<file path="src/rtl/axi_arbiter.sv">
// Two-master (icache read-only, LSU read/write) to one-slave AXI4 arbiter.
// One transaction in flight; alternating grant under contention, LSU wins an idle tie.
module axi_arbiter #(
  parameter int ADDR_WIDTH = 32,
  parameter int DATA_WIDTH = 32
) (
  input  logic                    clk,
  input  logic                    rst_n_sync,
  // icache read
  input  logic [ADDR_WIDTH-1:0]   ic_araddr,
  input  logic                    ic_arvalid,
  input  logic [3:0]              ic_arid,
  input  logic [7:0]              ic_arlen,
  input  logic [2:0]              ic_arsize,
  input  logic [1:0]              ic_arburst,
  output logic                    ic_arready,
  output logic [DATA_WIDTH-1:0]   ic_rdata,
  output logic [1:0]              ic_rresp,
  output logic                    ic_rvalid,
  output logic                    ic_rlast,
  output logic [3:0]              ic_rid,
  input  logic                    ic_rready,
  // LSU read
  input  logic [ADDR_WIDTH-1:0]   lsu_araddr,
  input  logic                    lsu_arvalid,
  input  logic [3:0]              lsu_arid,
  input  logic [7:0]              lsu_arlen,
  input  logic [2:0]              lsu_arsize,
  input  logic [1:0]              lsu_arburst,
  output logic                    lsu_arready,
  output logic [DATA_WIDTH-1:0]   lsu_rdata,
  output logic [1:0]              lsu_rresp,
  output logic                    lsu_rvalid,
  output logic                    lsu_rlast,
  output logic [3:0]              lsu_rid,
  input  logic                    lsu_rready,
  // LSU write
  input  logic [ADDR_WIDTH-1:0]   lsu_awaddr,
  input  logic                    lsu_awvalid,
  input  logic [3:0]              lsu_awid,
  input  logic [7:0]              lsu_awlen,
  input  logic [2:0]              lsu_awsize,
  input  logic [1:0]              lsu_awburst,
  output logic                    lsu_awready,
  input  logic [DATA_WIDTH-1:0]   lsu_wdata,
  input  logic [DATA_WIDTH/8-1:0] lsu_wstrb,
  input  logic                    lsu_wvalid,
  input  logic                    lsu_wlast,
  output logic                    lsu_wready,
  output logic [1:0]              lsu_bresp,
  output logic                    lsu_bvalid,
  output logic [3:0]              lsu_bid,
  input  logic                    lsu_bready,
  // master port toward the crossbar
  output logic [ADDR_WIDTH-1:0]   m_axi_awaddr,
  output logic                    m_axi_awvalid,
  output logic [3:0]              m_axi_awid,
  output logic [7:0]              m_axi_awlen,
  output logic [2:0]              m_axi_awsize,
  output logic [1:0]              m_axi_awburst,
  input  logic                    m_axi_awready,
  output logic [DATA_WIDTH-1:0]   m_axi_wdata,
  output logic [DATA_WIDTH/8-1:0] m_axi_wstrb,
  output logic                    m_axi_wvalid,
  output logic                    m_axi_wlast,
  input  logic                    m_axi_wready,
  input  logic [1:0]              m_axi_bresp,
  input  logic                    m_axi_bvalid,
  input  logic [3:0]              m_axi_bid,
  output logic                    m_axi_bready,
  output logic [ADDR_WIDTH-1:0]   m_axi_araddr,
  output logic                    m_axi_arvalid,
  output logic [3:0]              m_axi_arid,
  output logic [7:0]              m_axi_arlen,
  output logic [2:0]              m_axi_arsize,
  output logic [1:0]              m_axi_arburst,
  input  logic                    m_axi_arready,
  input  logic [DATA_WIDTH-1:0]   m_axi_rdata,
  input  logic [1:0]              m_axi_rresp,
  input  logic                    m_axi_rvalid,
  input  logic                    m_axi_rlast,
  input  logic [3:0]              m_axi_rid,
  output logic                    m_axi_rready
);

  typedef enum logic [1:0] {IDLE, RD_IC, RD_LSU, WR_LSU} state_t;

  state_t state, state_nxt;
  logic   last_lsu, last_lsu_nxt;
  logic   addr_done, addr_done_nxt;
  logic   rd_ic, rd_lsu, wr_lsu;

  assign rd_ic  = (state == RD_IC);
  assign rd_lsu = (state == RD_LSU);
  assign wr_lsu = (state == WR_LSU);

  always_ff @(posedge clk) begin
    if (!rst_n_sync) begin
      state     <= IDLE;
      last_lsu  <= 1'b0;
      addr_done <= 1'b0;
    end else begin
      state     <= state_nxt;
      last_lsu  <= last_lsu_nxt;
      addr_done <= addr_done_nxt;
    end
  end

  always_comb begin
    state_nxt     = state;
    last_lsu_nxt  = last_lsu;
    addr_done_nxt = addr_done;
    case (state)
      IDLE: begin
        addr_done_nxt = 1'b0;
        // icache wins only if alone or if the LSU had the previous grant
        if (ic_arvalid && (!(lsu_awvalid || lsu_arvalid) || last_lsu)) begin
          state_nxt    = RD_IC;
          last_lsu_nxt = 1'b0;
        end else if (lsu_awvalid) begin
          state_nxt    = WR_LSU;
          last_lsu_nxt = 1'b1;
        end else if (lsu_arvalid) begin
          state_nxt    = RD_LSU;
          last_lsu_nxt = 1'b1;
        end
      end
      RD_IC, RD_LSU: begin
        if (m_axi_arvalid && m_axi_arready) addr_done_nxt = 1'b1;
        if (m_axi_rvalid && m_axi_rready && m_axi_rlast) state_nxt = IDLE;
      end
      WR_LSU: begin
        if (m_axi_awvalid && m_axi_awready) addr_done_nxt = 1'b1;
        if (m_axi_bvalid && m_axi_bready) state_nxt = IDLE;
      end
      default: state_nxt = IDLE;
    endcase
  end

  // read address and data routing
  assign m_axi_arvalid = !addr_done && ((rd_ic && ic_arvalid) || (rd_lsu && lsu_arvalid));
  assign ic_arready    = rd_ic  && !addr_done && m_axi_arready;
  assign lsu_arready   = rd_lsu && !addr_done && m_axi_arready;
  assign m_axi_araddr  = rd_ic ? ic_araddr  : (rd_lsu ? lsu_araddr  : '0);
  assign m_axi_arid    = rd_ic ? ic_arid    : (rd_lsu ? lsu_arid    : '0);
  assign m_axi_arlen   = rd_ic ? ic_arlen   : (rd_lsu ? lsu_arlen   : '0);
  assign m_axi_arsize  = rd_ic ? ic_arsize  : (rd_lsu ? lsu_arsize  : '0);
  assign m_axi_arburst = rd_ic ? ic_arburst : (rd_lsu ? lsu_arburst : '0);
  assign m_axi_rready  = (rd_ic && ic_rready) || (rd_lsu && lsu_rready);

  assign ic_rvalid  = rd_ic && m_axi_rvalid;
  assign ic_rdata   = rd_ic ? m_axi_rdata : '0;
  assign ic_rresp   = rd_ic ? m_axi_rresp : '0;
  assign ic_rlast   = rd_ic && m_axi_rlast;
  assign ic_rid     = rd_ic ? m_axi_rid   : '0;
  assign lsu_rvalid = rd_lsu && m_axi_rvalid;
  assign lsu_rdata  = rd_lsu ? m_axi_rdata : '0;
  assign lsu_rresp  = rd_lsu ? m_axi_rresp : '0;
  assign lsu_rlast  = rd_lsu && m_axi_rlast;
  assign lsu_rid    = rd_lsu ? m_axi_rid   : '0;

  // write routing: AW and W are independent, B closes the transaction
  assign m_axi_awvalid = wr_lsu && !addr_done && lsu_awvalid;
  assign lsu_awready   = wr_lsu && !addr_done && m_axi_awready;
  assign m_axi_awaddr  = wr_lsu ? lsu_awaddr  : '0;
  assign m_axi_awid    = wr_lsu ? lsu_awid    : '0;
  assign m_axi_awlen   = wr_lsu ? lsu_awlen   : '0;
  assign m_axi_awsize  = wr_lsu ? lsu_awsize  : '0;
  assign m_axi_awburst = wr_lsu ? lsu_awburst : '0;
  assign m_axi_wvalid  = wr_lsu && lsu_wvalid;
  assign lsu_wready    = wr_lsu && m_axi_wready;
  assign m_axi_wdata   = wr_lsu ? lsu_wdata : '0;
  assign m_axi_wstrb   = wr_lsu ? lsu_wstrb : '0;
  assign m_axi_wlast   = wr_lsu && lsu_wlast;
  assign m_axi_bready  = wr_lsu && lsu_bready;
  assign lsu_bvalid    = wr_lsu && m_axi_bvalid;
  assign lsu_bresp     = wr_lsu ? m_axi_bresp : '0;
  assign lsu_bid       = wr_lsu ? m_axi_bid   : '0;

endmodule

</file>
<file path="config.mk">
export PLATFORM = sky130hd
export DESIGN_NAME = axi_arbiter
export DESIGN_NICKNAME = d
export VERILOG_FILES = /design/src/rtl/axi_arbiter.sv
export SDC_FILE = /design/constraint.sdc
export NUM_CORES = 1
export LEC_CHECK = 0
export CAP_MARGIN = 20
export CORE_AREA = 2 2 182 184
export DETAILED_ROUTE_END_ITERATION = 12
export DIE_AREA = 0 0 184 186
export HOLD_SLACK_MARGIN = 0.02
export PLACE_DENSITY = 0.35
export SLEW_MARGIN = 20
export SYNTH_ARGS = -nofsm -noshare
export SYNTH_HDL_FRONTEND = slang
export SYNTH_SLANG_ARGS = --single-unit
</file>
<file path="constraint.sdc">
create_clock -name clk -period 2.5 [get_ports clk]
set_input_delay 0.25 -clock clk [delete_from_list [all_inputs] [get_ports clk]]
set_output_delay 0.25 -clock clk [all_outputs]
set_load 0.01 [all_outputs]
</file>
# Word-level counts from Yosys, hierarchy flattened
# Index checks and enable logic that the tools add are counted.
[totals]
ram_bits = 0
reg_bits = 4
rom_bits = 0
elab_cells = 87
latch_bits = 0
out_inout_bits = 231
n_memories = 0
[op_classes]
bitwise = 0
eq_ne = 8
n_shift = 0
n_addsub = 0
muxes = 37
mul = 0
n_lt_le_gt_ge = 0
n_reduce_logical = 39
div_mod_pow = 0
[ops]
columns = ["operator", "n"]
rows = [
  ["$mux 32", 6],
  ["$mux 4", 7],
  ["$logic_and 1x1->1", 27],
  ["$mux 8", 3],
  ["$mux 2", 11],
  ["$mux 3", 3],
  ["$pmux 2 s3", 1],
  ["$mux 1", 5],
  ["$eq 2x2->1 const B", 2],
  ["$logic_or 1x1->1", 4],
  ["$ne 2x1->1 const B", 2],
  ["$ne 2x2->1 const B", 2],
  ["$ne 4x4->1 const B", 1],
  ["$reduce_and 2->1", 2],
  ["$pmux 1 s3", 1],
  ["$reduce_and 3->1", 1],
  ["$reduce_bool 3->1", 1],
  ["$eq 2x1->1 const B", 1],
  ["$logic_not 1->1", 2],
  ["$logic_not 2->1", 1],
  ["$reduce_or 2->1", 1],
]

# Depth between registers and ports, before layout
# Gate-level depths: netlist of run 1.
[logic_depth]
ltp_word = 7
depth_mapped = 7
mapped_depth_nobuf = 6

# Worst setup path after synthesis of run 1
# OpenSTA, ideal clock, no wires.
[synth_timing]
path_type = "register to output"
start = "register state[0]"
end = "output port lsu_arready"
required_ns = 2.250
t_arrival_ns = 1.389
stages_incl_launch_ff = 7
slack_ns = 0.861
cell_sequence = "dfxtp_1 > inv_1 > ha_1 > buf_2 > buf_2 > buf_2 > nor3b_1"
[synth_between]
elab_chain_cells = 3
[synth_rtl]
columns = ["element", "line", "rtl"]
rows = [
  ["start, declared", "88", "state_t state, state_nxt;"],
  ["start signal, assigned", "103", "state <= state_nxt;"],
  ["$eq 2x2->1", "94", "assign rd_lsu = (state == RD_LSU);"],
  ["$logic_and 1x1->1 (2 in a row)", "143", "assign lsu_arready = rd_lsu && !addr_done && m_axi_arready;"],
  ["end, declared", "30", "output logic lsu_arready,"],
]
# Every way passes these cells.

# Worst setup path in the final report of run 1
[layout_timing]
start = "register state[0]"
end = "output port m_axi_arlen[3]"
[layout_between]
elab_chain_cells = 3
elab_cells_between_ends = 4
classes_between = "2 x eq/ne; 2 x mux"
[layout_rtl]
columns = ["element", "line", "rtl"]
rows = [
  ["$eq 2x2->1", "94", ""],
  ["$mux 8", "146", "assign m_axi_arlen = rd_ic ? ic_arlen : (rd_lsu ? lsu_arlen : '0);"],
  ["$mux 8 *", "146", ""],
  ["end, declared", "74", "output logic [7:0] m_axi_arlen,"],
]
# Every way passes the cells marked *; elsewhere a longest branch is shown, timed or not.

==> metrics list, run 1 <==
- Initial antenna violation count: 0
* Minimum hold slack: between 0.4 and 0.5 ns
- After detailed routing, the average wire length per cell comes to about 15 um.
* Hold WC Path Type: reg -> reg
- Half-perimeter wire length of the detailed placement result: 15900 um
* Post-synth net total: around 640
* Vias per cell: 3.31
- Post-route minimum period: around 2.4 ns
- For the worst-skew pair, the clock arrives at the later sink with an insertion delay of 0.23 ns.
- Category of the most critical setup path: reg -> out
- Compared with the post-synthesis result, the final layout area differs by 243%.
- Fillers: about 3600
- Setup-failing EPs final: 0
- The final layout contains routed wiring with a total length of 19000 um.
- Comb power frac: 0.912
- STA classifies the critical path startpoint as a register.
- Buffers inserted to repair hold after CTS numbered 0.
* Number of search-and-repair iterations in the first detailed-routing pass: 4
- Congestion Overflow GR: 0
- RSZ-0062 raised after global routing: yes
- Post-route setup slack: 0.141 ns
* CP max FO: 30
- Die Wd: 184 um
- Total DRC errors in the routed layout: 0
- For this configuration, the core starts out at a cell density of 0.0685.
* Height of the die: between 150 and 200 um
- At the end of routability-driven placement, the weighted congestion stood at 0.732.
* Worst-case vdd ir drop: 0.245 mV
- At the placement stage, the worst setup path has a slack of between 0.15 and 0.2 ns.
- Diodes inserted: 0
* Part of the power in the clock network: 0.058
- After floorplanning, the core was sized to cover around 32000 um^2.
- Entering global routing, the biggest net connects 62 pins.
- Summed over all nets, the switching power comes to about 1800 uW.
- Post-Route Utilization: 0.234
- The worst pin sits at a relative slew slack of 0.757.
- Areal power density over the cells: about 570 nW/um^2
- Ys Warns: 0
* Sink count of the clock tree: 4
* Clock-pin slew reported for the worst setup and hold paths after clock tree synthesis: around 0.03 ns
- Area taken by flip-flops and latches: ~80 um^2
- Max-Cap Viols: 0
- At the worst endpoint, the arrival time is 2.11 ns.
- The number of global-route vias before repair is about 4000.
- CTS Buf Count: 3
* Setup TNS: 0 ns
- Share of synthesized area occupied by flip-flops and latches: 0.0363
- Of the total power, the share spent switching nets is 0.419.
- The number of hold violations in the final report is 0.
* Required time of the critical path: between 2 and 2.5 ns
* Buffers from clock root to sink, at most: 2
- Boundary Pins: between 400 and 500
- Combined global-route utilization of all metal layers: 0.100
* Synth Cell Area: about 2200 um^2
- The final max-slew violation count came to 0.
- Most frequently used flop master after synthesis: sky130_fd_sc_hd__dfxtp_1
- After the last flow step, the layout net total stands at 1095.
* H-tree depth: 1
- Flip-flop and latch count after synthesis: 4
- Detailed routing inserted a total of between 4000 and 5000 vias.
* Run status: finished, final reports clean
- Static timing analysis puts the maximum clock frequency at about 0.42 GHz.
- Residual antenna-violating net count after detailed routing: 0
- Clock root cell: sky130_fd_sc_hd__clkbuf_16
- Leakage power of the design: 0.00272 uW
- Of all flip-flops after synthesis, the portion carrying an async set or reset was 0.
* Number of DRC markers in iteration 0: 78
- Clock tree from TritonCTS: built
- Post-synth EDFFs: 0
* Count of different cell masters after synthesis: 25
* Share of final-layout standard cells stronger than drive strength 1: 0.0237
* Mapped Cells: between 300 and 400
- Placed insts: about 1200
- Post-route clock skew: around 0.0018 ns
* Share of total power in sequential cells: 0.030
- Average instance area after synthesis: roughly 5.6 um^2
* Int Pwr: around 2500 uW
* Part of the cycle the worst path needs: 0.944
- The floorplan step defined a die boundary enclosing roughly 34000 um^2.
* Non-filler instance count after layout: about 1300
* Area of combinational cells with multiple inputs: ~2000 um^2
* Wire length of the first global-routing pass: 26000 um
- Type of destination of the critical path: output pin
- Port Buffers: 473
- Transition at the pin with the smallest max-transition slack: roughly 0.36 ns
* Std cell rows: 66
## routing by layer
metal | wire (um) | up-vias | global-route usage | part of all wire
met4 | 107 | 0 | 0.0128 | 0.0056
met1 | 6910 | 1770 | 0.106 | 0.36
li1 | - | 2144 | - | -
met3 | 1650 | 7 | 0.0268 | 0.087
met2 | 10400 | 228 | 0.201 | 0.54
met5 | 0 | - | 0 | 0
## critical path, stage by stage (launching register included)
cell and delay, ns:
sky130_fd_sc_hd__dfxtp_1 0.35, sky130_fd_sc_hd__inv_1 0.13, sky130_fd_sc_hd__ha_2 0.28, sky130_fd_sc_hd__buf_12 0.20
sky130_fd_sc_hd__nand2_1 0.06, sky130_fd_sc_hd__o21ai_0 0.24, sky130_fd_sc_hd__clkdlybuf4s50_1 0.59
## layout by cell type, fill, tap and decap left out, drive strengths merged
cell type        n
nor2             4
nor4b            1
clkbuf           3
nand3            3
a21o             1
a211oi           1
nor2b            2
buf             12
nor3b            2
a22oi            1
a311oi           1
o21ai           46
nand2           92
nand2b           1
ha               5
a21oi            2
a22o             6
a221o            1
and2           176
dfxtp            4
mux2i            2
inv              4
clkdlybuf4s50  473
and3b            2
## final timing paths
path         slack [ns]  cells past startpoint  startpoint             end
max reg2reg        0.45                      7    state[1]        state[1]
min reg2reg        0.50                      1    last_lsu        last_lsu
max                0.14                      6    state[0]  m_axi_arlen[3]
min                0.50                      1    last_lsu        last_lsu
## power groups by stage
stage / sequential (uW) / combinational, uW / clock, uW
after floorplan: 117 / 1560 / 0
after global placement: 132 / 4020 / 0
after detailed placement: 131 / 3960 / 0
after CTS: 131 / 3990 / 252
after global routing: 136 / 4290 / 257
final: 131 / 3940 / 250
## Yosys cell counts (2+ instances only)
library cell	n	area (um^2)
sky130_fd_sc_hd__and2_1	176	1100
sky130_fd_sc_hd__nand2_1	92	345
sky130_fd_sc_hd__o21ai_0	46	230
sky130_fd_sc_hd__clkbuf_1	28	105
sky130_fd_sc_hd__buf_2	7	35.0
sky130_fd_sc_hd__a22o_1	5	43.8
sky130_fd_sc_hd__ha_1	5	62.6
sky130_fd_sc_hd__dfxtp_1	4	80.1
sky130_fd_sc_hd__inv_1	4	15.0
sky130_fd_sc_hd__nor2_1	4	15.0
sky130_fd_sc_hd__nand3_1	3	15.0
sky130_fd_sc_hd__a21oi_1	2	10.0
sky130_fd_sc_hd__and3b_1	2	17.5
sky130_fd_sc_hd__mux2i_1	2	20.0
sky130_fd_sc_hd__nor2b_1	2	12.5
sky130_fd_sc_hd__nor3b_1	2	15.0
## flip-flops by register name, summed over array words and instances, names as in the netlist
| register | count |
|---|---|
| addr_done | 1 |
| last_lsu | 1 |
| state | 2 |
## cell type report
class / instances / area share
clock buffers: 3 / 0.00994
repair buffers: 485 / 0.647
inverters: 4 / 0.00199
well taps: 408 / 0.0676
flip-flops and latches: 4 / 0.0106
multi-input cells: 349 / 0.262
## logic make-up (layout without fill, tap and decap cells)
logic type,after synthesis,in the layout,synth area share
simple gates,283,283,0.697
compound gates,59,59,0.156
buf+inv,40,492,0.0738
fa+ha+maj,5,5,0.0284
flops,4,4,0.0363
mux,2,2,0.00908
## stage by stage
step                instance area (um^2)  total power [uW]
finish                              7550              4320
global route                        7550              4690
CTS                                 7530              4370
detailed placement                  7450              4090
global placement                    7450              4150
floorplan                           2200              1680
## repair_timing
action | 4_1_cts | 5_1_grt
resized for setup | 1 | 2
setup buffers | 0 | 1
setup endpoints to repair | 5 | 22
Power figures use the tool's default switching activity.
==> run 2, diff against run 1 <==
CORE_AREA = 3 3 183 185   (was 2 2 182 184)
DIE_AREA = 0 0 186 188   (was 0 0 184 186)
SKIP_CTS_REPAIR_TIMING = 1   (was not set)
==> metrics list, run 2 (synthesized netlist as in run 1, its figures left out) <==
- The run finished with clean final reports.
- Worst-case vdd ir drop: 0.178 mV (-27%)
- The first-pass detailed-route iteration total is 4 (unchanged).
* Clock-pin slew reported for the worst setup and hold paths after clock tree synthesis: 0.03 ns (about the same)
- Clock root cell: sky130_fd_sc_hd__clkbuf_16
- The antenna violation net count after detailed routing was 0 (unchanged).
* Max-Cap Viols: 0 (unchanged)
- The number of buffers created by CTS is 3 (unchanged).
- The transition at the pin with the smallest max-transition slack was 0.432 ns (+0.0679 ns).
- Launching element type of the critical path: register
* Sink count of the clock tree: 4 (unchanged)
- Initial antenna violation count: 1 (+1)
- Clock tree from TritonCTS: built
- The post-layout total power was 4320 uW (-0.14%).
* Port Buffers: 473 (unchanged)
- GPL Wtd Cong: 0.815 (+11%)
- The post-route DRC violation count is 0 (unchanged).
- The total routing usage reported by global routing was 0.101 (+0.000324).
* Post-Route Utilization: 0.234 (about the same)
- Maximum operating frequency: 0.415 GHz (-2.0%)
- Initial core utilization: 0.0685 (unchanged)
- The synthesis-to-layout area growth came to 243% (about the same).
- The maximum buffer depth of the clock tree came to 2 (unchanged).
* Leakage power of the design: 0.00271 uW (about the same)
- Detailed Route WL: 19600 um (+2.9%)
* Instance count along the most critical hold path: 1 (unchanged)
- The number of hold violations in the final report is 0 (unchanged).
- Layout Cell Area excl Fill: 7550 um^2 (about the same)
* Std cell rows: 66 (unchanged)
* Max-slew violation total from the final report: 0 (unchanged)
- The violation count after the first detailed-route iteration came to 80 (+2.6%).
- The number of global-route vias before repair came to 4316 (+5.1%).
- The worst setup path is captured at an output pin.
- In the final layout, the registers with the most flip-flops are state: 2 flops, addr_done: 1 flops, last_lsu: 1 flops.
- The instance count on the critical path came to 5 (-1).
* Worst Hold Launch: last_lsu
* Start of the worst register-to-register path: state[0]
- Final #Nets: 1095 (unchanged)
* Setup-failing EPs final: 0 (unchanged)
- Vias per cell: 3.29 (-0.76%)
- Arrival time of data at the critical path endpoint: 2.16 ns (+0.05 ns)
- The fraction of final layout cells sized beyond drive strength 1 is 0.0225 (-0.00118).
- The largest incremental delay on the critical path came to 0.57 ns (-0.02 ns).
- The maximum number of pins on one net before global-route repair came to 78 (+26%).
- Fillers: 3578 (+0.39%)
- The wire length of the first global-routing pass is 26800 um (+2.9%).
* Commonest cells after routing, fill and taps aside: sky130_fd_sc_hd__clkdlybuf4s50_1, sky130_fd_sc_hd__and2_1, sky130_fd_sc_hd__nand2_1, sky130_fd_sc_hd__o21ai_0, sky130_fd_sc_hd__buf_4
- The total via count in the routed design came to 4124 (-0.60%).
* Half-perimeter wire length of the detailed placement result: 16500 um (+3.7%)
- The depth of the worst register-to-register path came to 7 (unchanged).
- The flip-flop count of the largest register, all copies and words added was 2 (unchanged).
- The maximum fanout count along the critical path is 5 (-83%).
* Required time of the critical path: 2.25 ns (about the same)
* Average routed wire per standard cell: 15.6 um (+2.7%)
* Clock latency reported for the late side of the worst-skew pair: 0.23 ns (about the same)
- CP bufs+invs: 2 (-1)
- Critical path startpoint: state[0]
- The number of levels in the clock H-tree was 1 (unchanged).
- Among all stages on the critical path, the largest delay is contributed by sky130_fd_sc_hd__clkdlybuf4s50_1.
- Die Wd: 186 um (+1.1%)
- Worst-path cell chain: inv_1 > ha_2 > nor2b_1 > a22o_1 > clkdlybuf4s50_1
- The core area is 32200 um^2 (unchanged).
* Minimum hold slack: 0.503 ns (+0.00491 ns)
- The worst slew margin relative to its limit was 0.711 (-0.0459).
- The library cell used most frequently in the layout, excluding fill and tap cells, is sky130_fd_sc_hd__clkdlybuf4s50_1.
- The count of boundary I/O pins came to 474 (unchanged).
- The area of the die is 35000 um^2 (+2.2%).
- Top register by number of flip-flops: state
* RSZ-0062 raised after global routing: no
- Height of the die: 188 um (+1.1%)
- Post-route minimum period: 2.41 ns (+0.0491 ns)
* Post-place instance area: 7440 um^2 (-0.10%)
- Congestion Overflow GR: 0 (unchanged)
- The total power divided by cell area is 572 nW/um^2 (-0.12%).
- The maximum clock skew at final layout was 0.000722 ns (-0.00112 ns).
* Dominant delay contributor by cell family on the critical path: buffers and inverters
* Category of the most critical setup path: reg -> out
* Part of the cycle the worst path needs: 0.963 (+0.0196)
- The min-delay analysis places its worst path in the category reg -> reg.
## run 2: changes by cell type in the layout (fill, tap and decap cells not counted), sizes merged
cell	previous run	this run
diode	0	2
## run 2: final timing paths
path	endpoint	slack [ns]
worst max-delay path	m_axi_araddr[31]	0.09
worst min-delay path	last_lsu	0.50
worst max register to register	state[0]	0.53
worst min register to register	last_lsu	0.50
## run 2: worst reg2reg max path, stage by stage (launching register included)
cell	delay (ns)
sky130_fd_sc_hd__dfxtp_1	0.35
sky130_fd_sc_hd__inv_1	0.13
sky130_fd_sc_hd__ha_2	0.27
sky130_fd_sc_hd__buf_12	0.20
sky130_fd_sc_hd__a22o_4	0.19
sky130_fd_sc_hd__nand3_1	0.18
sky130_fd_sc_hd__a221o_1	0.39
sky130_fd_sc_hd__mux2i_1	0.13
## run 2: cell type report
cell class              instances  area [um^2]  area share
diodes                          2         5.00    0.000663
clock buffers                   3         75.1     0.00994
inverters                       4         15.0     0.00199
multi-input cells             349         1980       0.262
flip-flops and latches          4         80.1      0.0106
well taps                     408          510      0.0676
repair buffers                485         4890       0.647
## run 2: power by group
part | internal (uW) | switching, uW | leakage [uW] | total (uW)
sequential | 93.2 | 38.4 | 0.0000331 | 132
combinational | 2200 | 1730 | 0.00264 | 3930
clock | 205 | 50.8 | 0.0000370 | 256
total | 2500 | 1820 | 0.00271 | 4320
## run 2: per-layer routing
metal  GRT usage  wire length, um  up-vias
met5           0                0        -
met4      0.0238              263        0
met3      0.0231             1460       14
met2       0.189            10200      221
met1       0.113             7690     1757
li1            -                -     2132
## run 2: per-stage QoR
step	setup slack, ns	setup TNS, ns	instances
after floorplan	0.861	0	393
after detailed placement	0.242	0	1248
after global placement	0.263	0	1248
after global routing	0.00872	0	1254
after CTS	-0.0246	-0.0435	1251
final	0.0919	0	1255
==> run 3, diff against run 2 <==
CAP_MARGIN = not set   (was 20)
RECOVER_POWER = 50   (was not set)
==> metrics list, run 3 (synthesized netlist as in run 1, its figures left out) <==
- H-tree depth: 1 (unchanged)
* Flip-flop count of the largest register, all copies and words added: 2 (unchanged)
* Max-Cap Viols: 0 (unchanged)
* Transition at the pin with the smallest max-transition slack: 0.432 ns (-0.0000130 ns)
- In this run the critical register-to-register path is captured at state[0].
- Worst path max stage delay: 0.57 ns (about the same)
- The data required time at the worst endpoint came to 2.25 ns (about the same).
- Registers with the highest flip-flop counts: state: 2 flops, addr_done: 1 flops, last_lsu: 1 flops
- The post-layout total power came to 4210 uW (-2.6%).
- Height of the die: 188 um (unchanged)
- Standard cell with the maximum stage delay on the critical path: sky130_fd_sc_hd__clkdlybuf4s50_1
* Worst Hold Launch: last_lsu
- The overall routed net length was 19500 um (-0.39%).
- The wire length of the first global-routing pass was 26800 um (unchanged).
- Maximum operating frequency: 0.415 GHz (about the same)
- The worst hold path belongs to the class reg -> reg.
- The period utilization was 0.964 (about the same).
* Post-route minimum period: 2.41 ns (+0.00160 ns)
- The maximum number of pins on one net before global-route repair came to 78 (unchanged).
* Initial core utilization: 0.0685 (unchanged)
* Setup TNS: 0 ns (unchanged)
* Max-slew violation total from the final report: 0 (unchanged)
- Min-Delay Endpoint: last_lsu
- The antenna violation net count after detailed routing is 0 (unchanged).
- The number of sinks handled by clock tree synthesis is 4 (unchanged).
* Post-route clock skew: 0.000729 ns (+0.00000745 ns)
- The first-pass detailed-route iteration total is 4 (unchanged).
- Port Buffers: 473 (unchanged)
- The depth of the worst register-to-register path is 7 (unchanged).
* Run status: finished, final reports clean
- The core area came to 32200 um^2 (unchanged).
- The maximum buffer depth of the clock tree was 2 (unchanged).
- Clock root cell: sky130_fd_sc_hd__clkbuf_16
- The critical path is of the reg -> out type.
* Vias in the first global route: 4316 (unchanged)
- Combined global-route utilization of all metal layers: 0.101 (unchanged)
- Leaving out fill and tap cells, the most frequent cell in the layout is sky130_fd_sc_hd__clkdlybuf4s50_1.
- Number of DRC markers in iteration 0: 84 (+5.0%)
- The worst reg-to-reg setup slack came to 0.46 ns (-0.07 ns).
* Total count of hold-check failures in the final report: 0 (unchanged)
- Non-filler instance count after layout: 1255 (unchanged)
* Worst-case vdd ir drop: 0.178 mV (about the same)
* Die Wd: 186 um (unchanged)
- CP bufs+invs: 2 (unchanged)
* Final #Nets: 1095 (unchanged)
* Via count: 4127 (+0.073%)
* Average routed wire per standard cell: 15.5 um (-0.39%)
* Leakage power of the design: 0.00299 uW (+10%)
- The signal on the critical path passes through inv_1 > ha_2 > nor2b_1 > a22o_1 > clkdlybuf4s50_1.
- The total instance count after detailed placement is 1248 (unchanged).
- STA classifies the critical path startpoint as a register.
- Arrival time of data at the critical path endpoint: 2.16 ns (about the same)
- Setup-failing EPs final: 0 (unchanged)
* Instance count along the most critical hold path: 1 (unchanged)
- Congestion Overflow GR: 0 (unchanged)
* Area taken by flip-flops and latches: 80.1 um^2 (unchanged)
* Areal power density over the cells: 558 nW/um^2 (-2.4%)
- The fraction of final layout cells sized beyond drive strength 1 is 0.0201 (-0.00237).
* Clock tree from TritonCTS: built
- Setup repair after global routing left no endpoint under its margin.
- Vias per cell: 3.29 (about the same)
* CTS Buf Count: 3 (unchanged)
* Post-Route Utilization: 0.234 (-0.000505)
* Std cell rows: 66 (unchanged)
- Clock latency reported for the late side of the worst-skew pair: 0.23 ns (about the same)
- STA classifies the critical path endpoint as an output pin.
- Area of combinational cells with multiple inputs: 1970 um^2 (-0.57%)
* Fillers: 3584 (+0.17%)
- On the critical path the largest part of the delay comes from buffers and inverters.
- GPL Wtd Cong: 0.815 (unchanged)
- CP max FO: 5 (unchanged)
- Total DRC errors in the routed layout: 0 (unchanged)
- Start of the worst register-to-register path: state[0]
- Clock-pin slew reported for the worst setup and hold paths after clock tree synthesis: 0.03 ns (about the same)
* Normalized max-slew margin: 0.711 (about the same)
- In the layout the commonest cells are sky130_fd_sc_hd__clkdlybuf4s50_1, sky130_fd_sc_hd__and2_1, sky130_fd_sc_hd__nand2_1, sky130_fd_sc_hd__dlygate4sd3_1, sky130_fd_sc_hd__o21ai_0.
* Half-perimeter wire length of the detailed placement result: 16500 um (unchanged)
- Ranked by flip-flop count, first place goes to state.
- Floorplan die area: 35000 um^2 (unchanged)
- The count of boundary I/O pins was 474 (unchanged).
- The area growth from synthesis to layout is 242%.
* Initial antenna violation count: 1 (unchanged)
[run 3: cell types whose count changed in the layout (fill, tap and decap cells not counted), sizes merged]
cell / before / now
dlygate4sd3: 0 / 90
clkdlybuf4s50: 473 / 383
clkbuf: 3 / 5
buf: 12 / 10
[run 3: stage by stage]
step / cell area [um^2] / worst slack (ns) / hold WS [ns]
after floorplan: 2200 / 0.861 / 0.367
after global placement: 7440 / 0.263 / 0.504
after CTS: 7520 / -0.0246 / 0.504
final: 7530 / 0.0903 / 0.503
after global routing: 7530 / 0.0104 / 0.521
after detailed placement: 7440 / 0.242 / 0.498
[run 3: layer usage]
metal	up-vias	share of wire	routed length [um]	GRT usage
met5	-	0	0	0
met3	14	0.075	1470	0.0231
li1	2131	-	-	-
met4	0	0.013	263	0.0238
met2	217	0.52	10200	0.189
met1	1765	0.39	7620	0.113
[run 3: how the worst max path moves through the flow]
| stage | start | endpoint | slack, ns | cells past startpoint |
|---|---|---|---|---|
| floorplan | state[0] | lsu_arready | 0.86 | 6 |
| global placement | state[1] | m_axi_araddr[12] | 0.26 | 6 |
| detailed placement | state[1] | m_axi_araddr[31] | 0.24 | 5 |
| CTS | state[1] | m_axi_araddr[31] | -0.02 | 5 |
| global route | state[0] | m_axi_araddr[31] | 0.01 | 5 |
| finish | state[0] | m_axi_araddr[31] | 0.09 | 5 |
[run 3: report_power, final]
| group | leakage, uW | internal (uW) | switching, uW |
|---|---|---|---|
| clock network | 0.0000370 | 205 | 50.6 |
| registers | 0.0000331 | 93.2 | 38.5 |
| logic | 0.00292 | 2110 | 1710 |
[run 3: final cells by class]
| cell class | instances | area share |
|---|---|---|
| clock buffer | 3 | 0.00996 |
| timing repair buffer | 485 | 0.648 |
| tap | 408 | 0.0678 |
| inverter | 4 | 0.00199 |
| multi-input combinational | 349 | 0.261 |
| sequential | 4 | 0.0106 |
| antenna | 2 | 0.000664 |
